**src/rtl/sem_icap_arbiter_if.sv**
```systemverilog
// sem_icap_arbiter_if: SEM, user and ICAP-side signals of the ICAP arbiter
interface sem_icap_arbiter_if;
  logic        sem_icap_request, sem_icap_grant, sem_icap_csib, sem_icap_rdwrb;
  logic [31:0] sem_icap_din, sem_icap_dout;
  logic        usr_req, usr_gnt, usr_csib, usr_rdwrb;
  logic [31:0] usr_din, usr_dout;
  logic        icap_csib, icap_rdwrb;
  logic [31:0] icap_din, icap_dout;
  logic [1:0]  icap_owner;
  logic        usr_timeout;
  modport slave (
    input  sem_icap_request, sem_icap_csib, sem_icap_rdwrb, sem_icap_din,
    input  usr_req, usr_csib, usr_rdwrb, usr_din, icap_dout,
    output sem_icap_grant, sem_icap_dout, usr_gnt, usr_dout,
    output icap_csib, icap_rdwrb, icap_din, icap_owner, usr_timeout
  );
  modport master (
    output sem_icap_request, sem_icap_csib, sem_icap_rdwrb, sem_icap_din,
    output usr_req, usr_csib, usr_rdwrb, usr_din, icap_dout,
    input  sem_icap_grant, sem_icap_dout, usr_gnt, usr_dout,
    input  icap_csib, icap_rdwrb, icap_din, icap_owner, usr_timeout
  );
endinterface

```
**src/rtl/sem_icap_arbiter.sv**
```systemverilog
// sem_icap_arbiter: shares one ICAP port between the SEM controller and a user requester,
// with a deselect gap between owners and a watchdog that revokes a user starving SEM
module sem_icap_arbiter #(
  parameter int          GAP_CYCLES  = 4,
  parameter logic [15:0] USR_TIMEOUT = 16'hFFFF
) (
  input logic               clk_icap,
  input logic               reset,
  sem_icap_arbiter_if.slave bus
);
  typedef enum logic [1:0] {IDLE, SEM_OWN, USR_OWN, GAP} state_t;
  state_t      state_q, state_d;
  logic [15:0] wd_q, wd_d;
  logic [3:0]  gap_q, gap_d;
  logic        sem_req_q, usr_req_q, blocked_q, blocked_d, last_usr_q, last_usr_d;
  logic        usr_ok, revoke;
  logic        sem_gnt_q, usr_gnt_q, csib_q, rdwrb_q, tmo_q;
  logic [1:0]  owner_q;
  logic [31:0] din_q;

  always_comb begin
    usr_ok     = usr_req_q && !blocked_q;
    revoke     = state_q == USR_OWN && bus.usr_req && bus.sem_icap_request &&
                 USR_TIMEOUT != 16'd0 && wd_q == USR_TIMEOUT - 16'd1;
    blocked_d  = revoke || (blocked_q && bus.usr_req);
    state_d    = state_q;
    wd_d       = wd_q;
    gap_d      = gap_q;
    last_usr_d = last_usr_q;
    case (state_q)
      IDLE: begin
        if (sem_req_q && (!usr_ok || last_usr_q)) begin
          state_d    = SEM_OWN;
          last_usr_d = 1'b0;
        end else if (usr_ok) begin
          state_d    = USR_OWN;
          last_usr_d = 1'b1;
          wd_d       = '0;
        end
      end
      SEM_OWN: begin
        if (!bus.sem_icap_request) begin
          state_d = GAP;
          gap_d   = 4'(GAP_CYCLES - 1);
        end
      end
      USR_OWN: begin
        if (!bus.usr_req || revoke) begin
          state_d = GAP;
          gap_d   = 4'(GAP_CYCLES - 1);
        end else wd_d = wd_q + 16'(bus.sem_icap_request);
      end
      default: begin
        if (gap_q == 4'd0) state_d = IDLE;
        else gap_d = gap_q - 4'd1;
      end
    endcase
  end

  // the ICAP mux follows the next state so a release or revoke deselects on that same edge
  always_ff @(posedge clk_icap or posedge reset) begin
    if (reset) begin
      state_q    <= IDLE;
      wd_q       <= '0;
      gap_q      <= '0;
      sem_req_q  <= 1'b0;
      usr_req_q  <= 1'b0;
      blocked_q  <= 1'b0;
      last_usr_q <= 1'b1;
      sem_gnt_q  <= 1'b0;
      usr_gnt_q  <= 1'b0;
      owner_q    <= 2'b00;
      tmo_q      <= 1'b0;
      csib_q     <= 1'b1;
      rdwrb_q    <= 1'b1;
      din_q      <= '0;
    end else begin
      state_q    <= state_d;
      wd_q       <= wd_d;
      gap_q      <= gap_d;
      sem_req_q  <= bus.sem_icap_request;
      usr_req_q  <= bus.usr_req;
      blocked_q  <= blocked_d;
      last_usr_q <= last_usr_d;
      sem_gnt_q  <= state_d == SEM_OWN;
      usr_gnt_q  <= state_d == USR_OWN;
      owner_q    <= {state_d == USR_OWN, state_d == SEM_OWN};
      tmo_q      <= revoke;
      csib_q     <= state_d == SEM_OWN ? bus.sem_icap_csib : state_d == USR_OWN ? bus.usr_csib : 1'b1;
      rdwrb_q    <= state_d == SEM_OWN ? bus.sem_icap_rdwrb : state_d == USR_OWN ? bus.usr_rdwrb : rdwrb_q;
      din_q      <= state_d == SEM_OWN ? bus.sem_icap_din : state_d == USR_OWN ? bus.usr_din : din_q;
    end
  end

  assign bus.sem_icap_grant = sem_gnt_q;
  assign bus.usr_gnt        = usr_gnt_q;
  assign bus.icap_owner     = owner_q;
  assign bus.usr_timeout    = tmo_q;
  assign bus.icap_csib      = csib_q;
  assign bus.icap_rdwrb     = rdwrb_q;
  assign bus.icap_din       = din_q;
  assign bus.sem_icap_dout  = bus.icap_dout;
  assign bus.usr_dout       = bus.icap_dout;
endmodule

```
**src/flat_wrapper.sv**
```systemverilog
// flat-port wrapper written by rule: the top's interface ports become plain ports
module sem_icap_arbiter_flat 
#(
  parameter int          GAP_CYCLES  = 4,
  parameter logic [15:0] USR_TIMEOUT = 16'hFFFF
)
  (clk_icap, reset, bus_sem_icap_request, bus_sem_icap_csib, bus_sem_icap_rdwrb, bus_sem_icap_din, bus_usr_req, bus_usr_csib, bus_usr_rdwrb, bus_usr_din, bus_icap_dout, bus_sem_icap_grant, bus_sem_icap_dout, bus_usr_gnt, bus_usr_dout, bus_icap_csib, bus_icap_rdwrb, bus_icap_din, bus_icap_owner, bus_usr_timeout);
  sem_icap_arbiter_if bus_i ();
  input logic clk_icap;
  input logic reset;
  input wire logic [$bits(bus_i.sem_icap_request)-1:0] bus_sem_icap_request;
  input wire logic [$bits(bus_i.sem_icap_csib)-1:0] bus_sem_icap_csib;
  input wire logic [$bits(bus_i.sem_icap_rdwrb)-1:0] bus_sem_icap_rdwrb;
  input wire logic [$bits(bus_i.sem_icap_din)-1:0] bus_sem_icap_din;
  input wire logic [$bits(bus_i.usr_req)-1:0] bus_usr_req;
  input wire logic [$bits(bus_i.usr_csib)-1:0] bus_usr_csib;
  input wire logic [$bits(bus_i.usr_rdwrb)-1:0] bus_usr_rdwrb;
  input wire logic [$bits(bus_i.usr_din)-1:0] bus_usr_din;
  input wire logic [$bits(bus_i.icap_dout)-1:0] bus_icap_dout;
  output wire logic [$bits(bus_i.sem_icap_grant)-1:0] bus_sem_icap_grant;
  output wire logic [$bits(bus_i.sem_icap_dout)-1:0] bus_sem_icap_dout;
  output wire logic [$bits(bus_i.usr_gnt)-1:0] bus_usr_gnt;
  output wire logic [$bits(bus_i.usr_dout)-1:0] bus_usr_dout;
  output wire logic [$bits(bus_i.icap_csib)-1:0] bus_icap_csib;
  output wire logic [$bits(bus_i.icap_rdwrb)-1:0] bus_icap_rdwrb;
  output wire logic [$bits(bus_i.icap_din)-1:0] bus_icap_din;
  output wire logic [$bits(bus_i.icap_owner)-1:0] bus_icap_owner;
  output wire logic [$bits(bus_i.usr_timeout)-1:0] bus_usr_timeout;
  assign bus_i.sem_icap_request = bus_sem_icap_request;
  assign bus_i.sem_icap_csib = bus_sem_icap_csib;
  assign bus_i.sem_icap_rdwrb = bus_sem_icap_rdwrb;
  assign bus_i.sem_icap_din = bus_sem_icap_din;
  assign bus_i.usr_req = bus_usr_req;
  assign bus_i.usr_csib = bus_usr_csib;
  assign bus_i.usr_rdwrb = bus_usr_rdwrb;
  assign bus_i.usr_din = bus_usr_din;
  assign bus_i.icap_dout = bus_icap_dout;
  assign bus_sem_icap_grant = bus_i.sem_icap_grant;
  assign bus_sem_icap_dout = bus_i.sem_icap_dout;
  assign bus_usr_gnt = bus_i.usr_gnt;
  assign bus_usr_dout = bus_i.usr_dout;
  assign bus_icap_csib = bus_i.icap_csib;
  assign bus_icap_rdwrb = bus_i.icap_rdwrb;
  assign bus_icap_din = bus_i.icap_din;
  assign bus_icap_owner = bus_i.icap_owner;
  assign bus_usr_timeout = bus_i.usr_timeout;
  sem_icap_arbiter #(.GAP_CYCLES(GAP_CYCLES), .USR_TIMEOUT(USR_TIMEOUT)) u_core (.clk_icap(clk_icap), .reset(reset), .bus(bus_i));
endmodule
```
**config.mk**
```make
export PLATFORM = sky130hd
export DESIGN_NAME = sem_icap_arbiter_flat
export DESIGN_NICKNAME = d
export VERILOG_FILES = /design/src/rtl/sem_icap_arbiter_if.sv /design/src/rtl/sem_icap_arbiter.sv /design/src/flat_wrapper.sv
export SDC_FILE = /design/constraint.sdc
export NUM_CORES = 1
export LEC_CHECK = 0
export ABC_AREA = 1
export CORE_MARGIN = 2
export CORE_UTILIZATION = 40
export DETAILED_ROUTE_END_ITERATION = 10
export HOLD_SLACK_MARGIN = 0.1
export PLACE_DENSITY = 0.82
export SETUP_SLACK_MARGIN = 0.5
export SLEW_MARGIN = 20
export SYNTH_ARGS = -nofsm -noshare
export SYNTH_HDL_FRONTEND = slang
export SYNTH_SLANG_ARGS = --single-unit
```
**constraint.sdc**
```tcl
create_clock -name clk_icap -period 3.7 [get_ports clk_icap]
set_clock_uncertainty 0.2 [all_clocks]
set_input_delay 0.555 -clock clk_icap [delete_from_list [all_inputs] [get_ports clk_icap]]
set_output_delay 0.555 -clock clk_icap [all_outputs]
set_load 0.02 [all_outputs]
```
# Word-level counts from Yosys, hierarchy flattened
# Cells that the tools add are included.
# Widths: inputs -> output; s select.
# op_classes
eq_ne,11
mux,22
n_reduce_logical,20
n_bitwise,1
add_sub_neg,2
# op_table
operator,count
$mux 32,2
$mux 16,3
$pmux 16 s2,1
$add 16x1->16,1
$eq 16x16->1 const B,1
$mux 4,3
$pmux 4 s3,1
$mux 2,5
$ne 2x2->1 const B,4
$reduce_and 4->1,2
$logic_and 1x1->1,6
$mux 1,6
$pmux 2 s3,1
$reduce_bool 2->1,3
$eq 2x1->1 const B,2
$eq 2x2->1 const B,2
$logic_not 4->1,1
$sub 4x1->4 const B,1
$logic_not 1->1,3
$logic_or 1x1->1,3
$ne 3x2->1 const B,1
$logic_not 2->1,1
$ne 2x1->1 const B,1
$reduce_and 2->1,1
$not 1->1,1
# word_totals
register_bits,65
word_cells,70
out_inout_bits,103
inputBits,104

# Logic depth before layout (Yosys ltp)
# Gate-level depths: netlist of run 1.
# depth
depth_word,10
mapped_depth,17
depth_no_buf,15

# Least setup slack after synthesis of run 1
# Ideal clock, no wire load.
# synth_timing
path_kind,register to register
start,register u_core.state_q[0]
end,"register u_core.rdwrb_q, in the netlist u_core.bus.icap_rdwrb"
t_arrival_ns,2.558
path_stages_with_launch,18
setup_time_ns,0.073
path_buffers,2
synth_period_minus_slack_ns,2.831
path_slack_ns,0.869
path_cell_list,dfrtp_1 -> inv_1 -> ha_1 -> inv_1 -> nor2_1 -> nand2_1 -> nor2_2 -> nand2_2 -> nand2_2 -> nand2_4 -> a21oi_1 -> inv_1 -> ha_1 -> clkbuf_1 -> inv_1 -> clkbuf_1 -> nor2_1 -> a21oi_1
# synth_via
elab_chain_cells,9
word_cells_on_any_way,17
classes_between,eq/ne: 4; mux: 7; reduce/logical: 6
# synth_lines
element,line_no,rtl
start: declaration,sem_icap_arbiter.sv:12,"state_t state_q, state_d;"
start signal: assignment,sem_icap_arbiter.sv:78,state_q <= state_d;
$eq 2x2->1,"sem_icap_arbiter.sv:23, sem_icap_arbiter.sv:30",
$logic_and 1x1->1 (2 in series),sem_icap_arbiter.sv:23,revoke = state_q == USR_OWN && bus.usr_req && bus.sem_icap_request &&
$logic_and 1x1->1,sem_icap_arbiter.sv:24,USR_TIMEOUT != 16'd0 && wd_q == USR_TIMEOUT - 16'd1;
$logic_or 1x1->1,sem_icap_arbiter.sv:48,if (!bus.usr_req || revoke) begin
$mux 2,sem_icap_arbiter.sv:48,
$pmux 2 s3 (*),sem_icap_arbiter.sv:30,case (state_q)
net u_core.state_d[0],sem_icap_arbiter.sv:12,
$eq 2x1->1 / $eq 2x2->1 (equally long branches),sem_icap_arbiter.sv:90,rdwrb_q <= state_d == SEM_OWN ? bus.sem_icap_rdwrb : state_d == USR_OWN ? bus.usr_rdwrb : rdwrb_q;
$mux 1 / $reduce_bool 2->1 (equally long branches),--,
end signal: assignment,sem_icap_arbiter.sv:90,
end: declaration,sem_icap_arbiter.sv:17,"logic sem_gnt_q, usr_gnt_q, csib_q, rdwrb_q, tmo_q;"
# The timed path passes the listed nets; every way through them passes the cells marked *.
# A chain may end at the register's enable or synchronous reset.

# Worst setup path after layout of run 1
# layout_timing
start,register u_core.state_q[0]
end,"register u_core.din_q[16], in the netlist u_core.bus.icap_din[16]"
# layout_via
elab_chain_cells,9
word_cells_on_any_way,17
classes_between,eq/ne: 4; mux: 7; reduce/logical: 6
# layout_lines
element,line_no,rtl
$eq 2x2->1,"sem_icap_arbiter.sv:23, sem_icap_arbiter.sv:30",
$logic_and 1x1->1 (2 in series),sem_icap_arbiter.sv:23,
$logic_and 1x1->1,sem_icap_arbiter.sv:24,
$logic_or 1x1->1,sem_icap_arbiter.sv:48,
$mux 2,sem_icap_arbiter.sv:48,
$pmux 2 s3 (*),sem_icap_arbiter.sv:30,
net u_core.state_d[0],sem_icap_arbiter.sv:12,
$eq 2x1->1 / $eq 2x2->1 (equally long branches),sem_icap_arbiter.sv:91,din_q <= state_d == SEM_OWN ? bus.sem_icap_din : state_d == USR_OWN ? bus.usr_din : din_q;
$mux 32 / $reduce_bool 2->1 (equally long branches),--,
end signal: assignment,sem_icap_arbiter.sv:91,
end: declaration,sem_icap_arbiter.sv:19,logic [31:0] din_q;
# Marks and branches as above.

==> results by group, run 1 <==
Status
  • Status: complete, no violations

STA
  • Final setup viols: 0
  • Fin crit share: 79.3%
  • Final min period: 2.94 ns
  • Final Hold Vio Count: 0
  • Total negative slack: 0 ns
  • Unrepaired setup endpoints after global routing: no
  • Rel. slew slack: 51.3%
  • Worst slew pin tran: 0.730 ns
  • Fin Hold WS: 0.308 ns
  • Max Freq: 341 MHz
  • Final Max Slew Viols: 0

Route
  • Vias post-DR: 3442
  • DRT iter0 DRCs: 220
  • Drt pass-1 iters: 4
  • Routed wire per std cell: 14.1 um
  • # DRC: 0
  • ANT nets after route: 0
  • Routed vias/inst: 5.02
  • WL final: 9670 um

Final layout
  • Layout cells sized above 1: 7.19%
  • Area occupied by multi-input gates: 1580 um2
  • Storage element area: 1580 um2
  • Area grow syn2layout: 23.8%
  • Layout net count: 666
  • Antenna diode instance count: 0
  • Post-layout util: 51.5%
  • Non-filler cells, final: 685
  • Fill count: 864

Worst setup path
  • Worst EP required: 3.71 ns
  • Crit Reg-Reg Endpoint: u_core.bus.icap_din[16]$_DFFE_PP0P_
  • CP Max Fanout: 33
  • Worst setup path class: reg -> reg
  • Reg2Reg Launch Point: u_core.state_q[0]$_DFF_PP0_
  • Slowest Stage Delay on Critical Path: 0.42 ns
  • FF-to-FF setup slack: 0.76 ns
  • CP top delay family: simple AND/OR/NAND/NOR gates
  • Data arrival, critical path: 2.95 ns
  • Critical path's slowest cell: dfrtp_1
  • Startpoint Class: flop
  • Crit path buffers/inverters: 4
  • Most used cell, CP: inv_1
  • Worst R2R Path Depth: 15
  • Worst Setup SP: u_core.state_q[0]$_DFF_PP0_
  • Setup crit end kind: flop
  • CP Cell Sequence: inv_1 > ha_1 > inv_1 > nor2_1 > nand2_1 > nor2_2 > nand2_2 > nand2_2 > nand2_4 > a21oi_2 > inv_1 > ha_1 > buf_6 > a21oi_1 > a21oi_1

Clock tree
  • CTS Hold Buffers Added: 0
  • Clk Latency, worst-skew pair: 0.34 ns
  • Post-CTS Setup Bufs: 0
  • Depth of the CTS H-tree: 3
  • Reg clk slew, reported paths: 0.08 ns
  • CTS max path bufs: 2
  • CTS tree: done
  • Clk root buf: clkbuf_8
  • CTS Buf Count: 9
  • Post-CTS resize count: 0
  • TritonCTS Sinks: 63

Synth
  • Distinct cells, synth: 25
  • Synth warnings: 0
  • Cells after synthesis: 507
  • Post-synth EDFFs: 0
  • Yosys top cell area share: 38.7%
  • Cell with the most instances after synthesis: nand2_1
  • #FFs+latches synth: 63
  • Synth area leader: dfrtp_1
  • Asr flop ratio synth: 100%
  • Syn Area/Cell: 7.65 um2
  • Most frequent cells after synthesis: nand2_1, a21oi_1, buf_4
  • Post-synthesis net count: 622
  • Synthesized area: 3880 um2
  • Most used DFF post-synth: dfrtp_1
  • Ranking of synthesized cells by area: dfrtp_1, buf_4, nand2_1
  • Proportion of synthesized chip area in sequential cells: 40.7%

Global route
  • Final global-route overflow total: 0
  • Total GRT Usage: 19.0%
  • Vias in the first global route: 3420
  • Initial antenna violation count: 0
  • First-pass GRT wire length: 15600 um
  • Largest net degree at the start of global routing: 37

Power and ir drop
  • Peak VDD IR: 770 uV
  • Post-route total power: 4900 uW
  • Power Dens Cells: 1020 nW/um2
  • Leak Pwr: 0.00216 uW

Die
  • Die H: 102 um
  • Die width: 102 um
  • Starting Density: 41.6%
  • Row count: 35
  • # IOs: 207
  • Core footprint: 9330 um2
  • Die Area: 10500 um2

Min path
  • Hold EP: u_core.gap_q[1]$_DFFE_PP0P_
  • Min-delay src: u_core.gap_q[1]$_DFFE_PP0P_
  • Hold Crit Depth: 2
  • Hold Path Class: reg -> reg

Placement
  • Final RePlAce weighted congestion: 0.939
  • PortBufs: 110
  • Placed insts: 669
  • HPWL after DPL: 7110 um

Flow run
  • Maxcap violations: 0
==> report_power, final <==
group	switching, uW	internal, uW
logic	1980	1190
registers	153	1000
clock network	286	285
total	2420	2470
==> cell families after synthesis <==
logic type / count (synthesis) / synth area share (%)
adders and majority gates: 11 / 3.55
and+or+nand+nor: 221 / 24.1
buffers and inverters: 119 / 18.7
AOI/OAI and AO/OA: 85 / 11.1
xor gates and xnor gates: 8 / 1.81
DFF: 63 / 40.7
==> worst max path at each step <==
stage	depth (start not counted)	slack [ns]	end
2_1_floorplan	17	0.87	u_core.bus.icap_rdwrb$_DFFE_PP1P_
3_3_place_gp	14	0.58	u_core.bus.icap_din[9]$_DFFE_PP0P_
3_5_place_dp	15	0.40	u_core.bus.icap_din[15]$_DFFE_PP0P_
4_1_cts	16	0.63	u_core.bus.icap_din[15]$_DFFE_PP0P_
5_1_grt	16	0.50	u_core.bus.icap_din[21]$_DFFE_PP0P_
6_report	15	0.76	u_core.bus.icap_din[16]$_DFFE_PP0P_
==> per-layer routing <==
metal / wire [um] / share of wire, % / global-route usage [%]
met1: 3820 / 39 / 22.0
met5: 0 / 0 / 0
met2: 4810 / 50 / 31.3
met3: 882 / 9.1 / 7.19
met4: 162 / 1.7 / 8.21
==> sequential cells by signal, indices dropped and copies added, names as in the netlist <==
register and cells:
u_core.bus.icap_din 32, u_core.gap_q 4, u_core.bus.icap_rdwrb 1, u_core.last_usr_q 1, u_core.wd_q 16, u_core.bus.usr_timeout 1
u_core.state_q 2, u_core.bus.icap_owner 2, u_core.blocked_q 1, u_core.sem_req_q 1, u_core.usr_req_q 1, u_core.bus.icap_csib 1
==> layout make-up <==
cell class,instances,share of cell area (%)
clock buffers,11,3.15
clock inverters,5,0.807
inverters,35,2.73
multi-input cells,325,32.8
flip-flops and latches,63,32.9
well taps,129,3.36
repair buffers,117,24.2
==> stage by stage <==
step / setup slack, ns / cell area [um2]
after global placement: 0.578 / 4600
after detailed placement: 0.404 / 4600
final: 0.765 / 4800
after global routing: 0.499 / 4800
after floorplan: 0.869 / 3880
after CTS: 0.635 / 4790
==> placed cells by master (no fill, tap or decap), types with 4 or more instances in the layout <==
cell type | Yosys | final
nand2_1 | 115 | 115
clkdlybuf4s50_1 | 0 | 110
a21oi_1 | 74 | 73
dfrtp_1 | 60 | 60
nor2_1 | 58 | 58
inv_1 | 32 | 31
nand3_1 | 20 | 20
nand4_1 | 17 | 17
ha_1 | 11 | 11
clkbuf_8 | 1 | 11
o21ai_0 | 9 | 9
nand2_2 | 5 | 5
xor2_1 | 5 | 5
buf_4 | 67 | 5
nor2_2 | 4 | 4
==> worst reg2reg max path, stage by stage, from the launching register on <==
cell	delay (ns)
dfrtp_1	0.42
inv_1	0.13
ha_1	0.18
inv_1	0.17
nor2_1	0.19
nand2_1	0.08
nor2_2	0.10
nand2_2	0.07
nand2_2	0.08
nand2_4	0.09
a21oi_2	0.20
inv_1	0.07
ha_1	0.32
buf_6	0.20
a21oi_1	0.21
a21oi_1	0.09
Note: power is estimated with default switching activity, not from simulation.
==> run 2, diff against run 1 <==
- clock period: 3.7 -> 2.9 ns (I/O delays scaled with it)
==> results by group, run 2 (synthesis gave the netlist of run 1 again) <==
Status
  • Status: complete, no violations

Worst setup path
  • CP Cell Sequence: buf_4 > buf_4 > ha_2 > a21oi_1 > nand3_1 > nand2_1 > inv_1 > ha_4 > buf_12 > buf_16 > a21oi_4 > a21oi_2
  • Slowest Stage Delay on Critical Path: 0.40 ns
  • Worst setup path class: reg -> reg
  • Critical path's slowest cell: dfrtp_1
  • Data arrival, critical path: 2.52 ns
  • CP top delay family: buffers and inverters
  • Worst EP required: 2.93 ns
  • Setup crit end kind: flop
  • CP Max Fanout: 7
  • Crit path buffers/inverters: 5
  • Startpoint Class: flop
  • Most used cell, CP: buf_4

Die
  • Die Area: 10500 um2
  • Die H: 102 um
  • Starting Density: 41.6%
  • Die width: 102 um
  • Row count: 35
  • # IOs: 207
  • Core footprint: 9330 um2

Clock tree
  • Depth of the CTS H-tree: 3
  • CTS Buf Count: 9
  • CTS tree: done
  • Clk Latency, worst-skew pair: 0.34 ns
  • Clk root buf: clkbuf_8
  • CTS max path bufs: 2
  • TritonCTS Sinks: 63
  • CTS Hold Buffers Added: 0
  • Reg clk slew, reported paths: 0.08 ns

STA
  • Final Max Slew Viols: 0
  • Final setup viols: 0
  • Final min period: 2.49 ns
  • Rel. slew slack: 66.3%
  • Fin crit share: 85.9%
  • Fin Hold WS: 0.254 ns
  • Final Hold Vio Count: 0
  • Max Freq: 401 MHz
  • Worst slew pin tran: 0.506 ns
  • Total negative slack: 0 ns
  • Unrepaired setup endpoints after global routing: yes

Global route
  • Total GRT Usage: 20.3%
  • Initial antenna violation count: 0
  • First-pass GRT wire length: 16800 um
  • Vias in the first global route: 3521
  • Final global-route overflow total: 0
  • Largest net degree at the start of global routing: 40

Min path
  • Hold Path Class: in -> async

Route
  • Vias post-DR: 3568
  • DRT iter0 DRCs: 100
  • # DRC: 0
  • Routed vias/inst: 5.01
  • WL final: 11000 um
  • Routed wire per std cell: 15.4 um
  • Drt pass-1 iters: 5
  • ANT nets after route: 0

Power and ir drop
  • Peak VDD IR: 1280 uV
  • Power Dens Cells: 1580 nW/um2
  • Leak Pwr: 0.00235 uW

Final layout
  • Layout cells sized above 1: 24.2%
  • Post-layout util: 58.6%
  • Storage element area: 1580 um2
  • Max reg flops: 32
  • Antenna diode instance count: 0
  • Most common cell after layout, fill and taps aside: nand2_1
  • Layout net count: 693
  • Area grow syn2layout: 40.9%
  • Most frequent cells in the layout: nand2_1, clkdlybuf4s50_1, dfrtp_1
  • Area occupied by multi-input gates: 1880 um2
  • Fill count: 800

Placement
  • Final RePlAce weighted congestion: 0.910
  • PortBufs: 110
  • HPWL after DPL: 7290 um

Flow run
  • Maxcap violations: 0
## run 2: cell count changes in the layout (fill, tap and decap cells not counted), sizes merged
cell      previous run  this run
clkinv               4         3
buf                  7        33
clkinvlp             1         3
## run 2: area by class of cell
type | count | area share (%)
tap | 129 | 2.95
timing repair buffer | 144 | 27.7
multi-input combinational | 325 | 34.4
inverter | 35 | 2.68
clock inverter | 6 | 0.824
clock buffer | 10 | 2.52
sequential | 63 | 28.9
## run 2: stage by stage
step	power, uW	std cells	cell area, um2	setup slack [ns]
CTS	7970	705	5230	0.401
global route	9260	712	5470	0.285
detailed placement	6120	677	4840	0.0254
finish	8650	712	5470	0.409
floorplan	5340	507	4130	0.430
global placement	5920	677	4840	0.147
## run 2: timing repair
item,CTS,global route
cloned,3,1
endpoints found under the setup margin,34,38
pin swaps,9,10
resized for setup,16,44
buffers inserted,9,6
## run 2: metal layers
metal	global-route usage (%)	wire length, um	up-vias
li1	-	-	1715
met1	25.7	4570	1686
met2	33.8	5510	145
met3	4.88	675	22
met4	8.00	210	0
met5	0	0	-
## run 2: power breakdown
part	switching, uW	internal, uW	leakage, uW	total, uW
registers	223	1280	0.000765	1500
logic	3450	2990	0.00150	6430
clock network	377	336	0.0000849	713
total	4050	4600	0.00235	8650
## run 2: worst paths after layout
check / from / endpoint / slack (ns) / depth (start not counted)
worst min register to register: u_core.gap_q[1]$_DFFE_PP0P_ / u_core.gap_q[1]$_DFFE_PP0P_ / 0.28 / 2
max in group asynchronous: reset / u_core.state_q[1]$_DFF_PP0_ / 1.78 / 3
worst max-delay path: u_core.state_q[0]$_DFF_PP0_ / u_core.bus.icap_din[12]$_DFFE_PP0P_ / 0.41 / 12
worst max register to register: u_core.state_q[0]$_DFF_PP0_ / u_core.bus.icap_din[12]$_DFFE_PP0P_ / 0.41 / 12
min in group clk_icap: u_core.gap_q[1]$_DFFE_PP0P_ / u_core.gap_q[1]$_DFFE_PP0P_ / 0.28 / 2
worst min-delay path: reset / u_core.bus.icap_din[6]$_DFFE_PP0P_ / 0.25 / 3
## run 2: worst reg2reg max path, stage by stage, from the launching register on
cell and delay (ns):
dfrtp_1 0.40, buf_4 0.14, buf_4 0.13, ha_2 0.20, a21oi_1 0.19, nand3_1 0.12
nand2_1 0.14, inv_1 0.11, ha_4 0.28, buf_12 0.14, buf_16 0.14, a21oi_4 0.12
a21oi_2 0.07
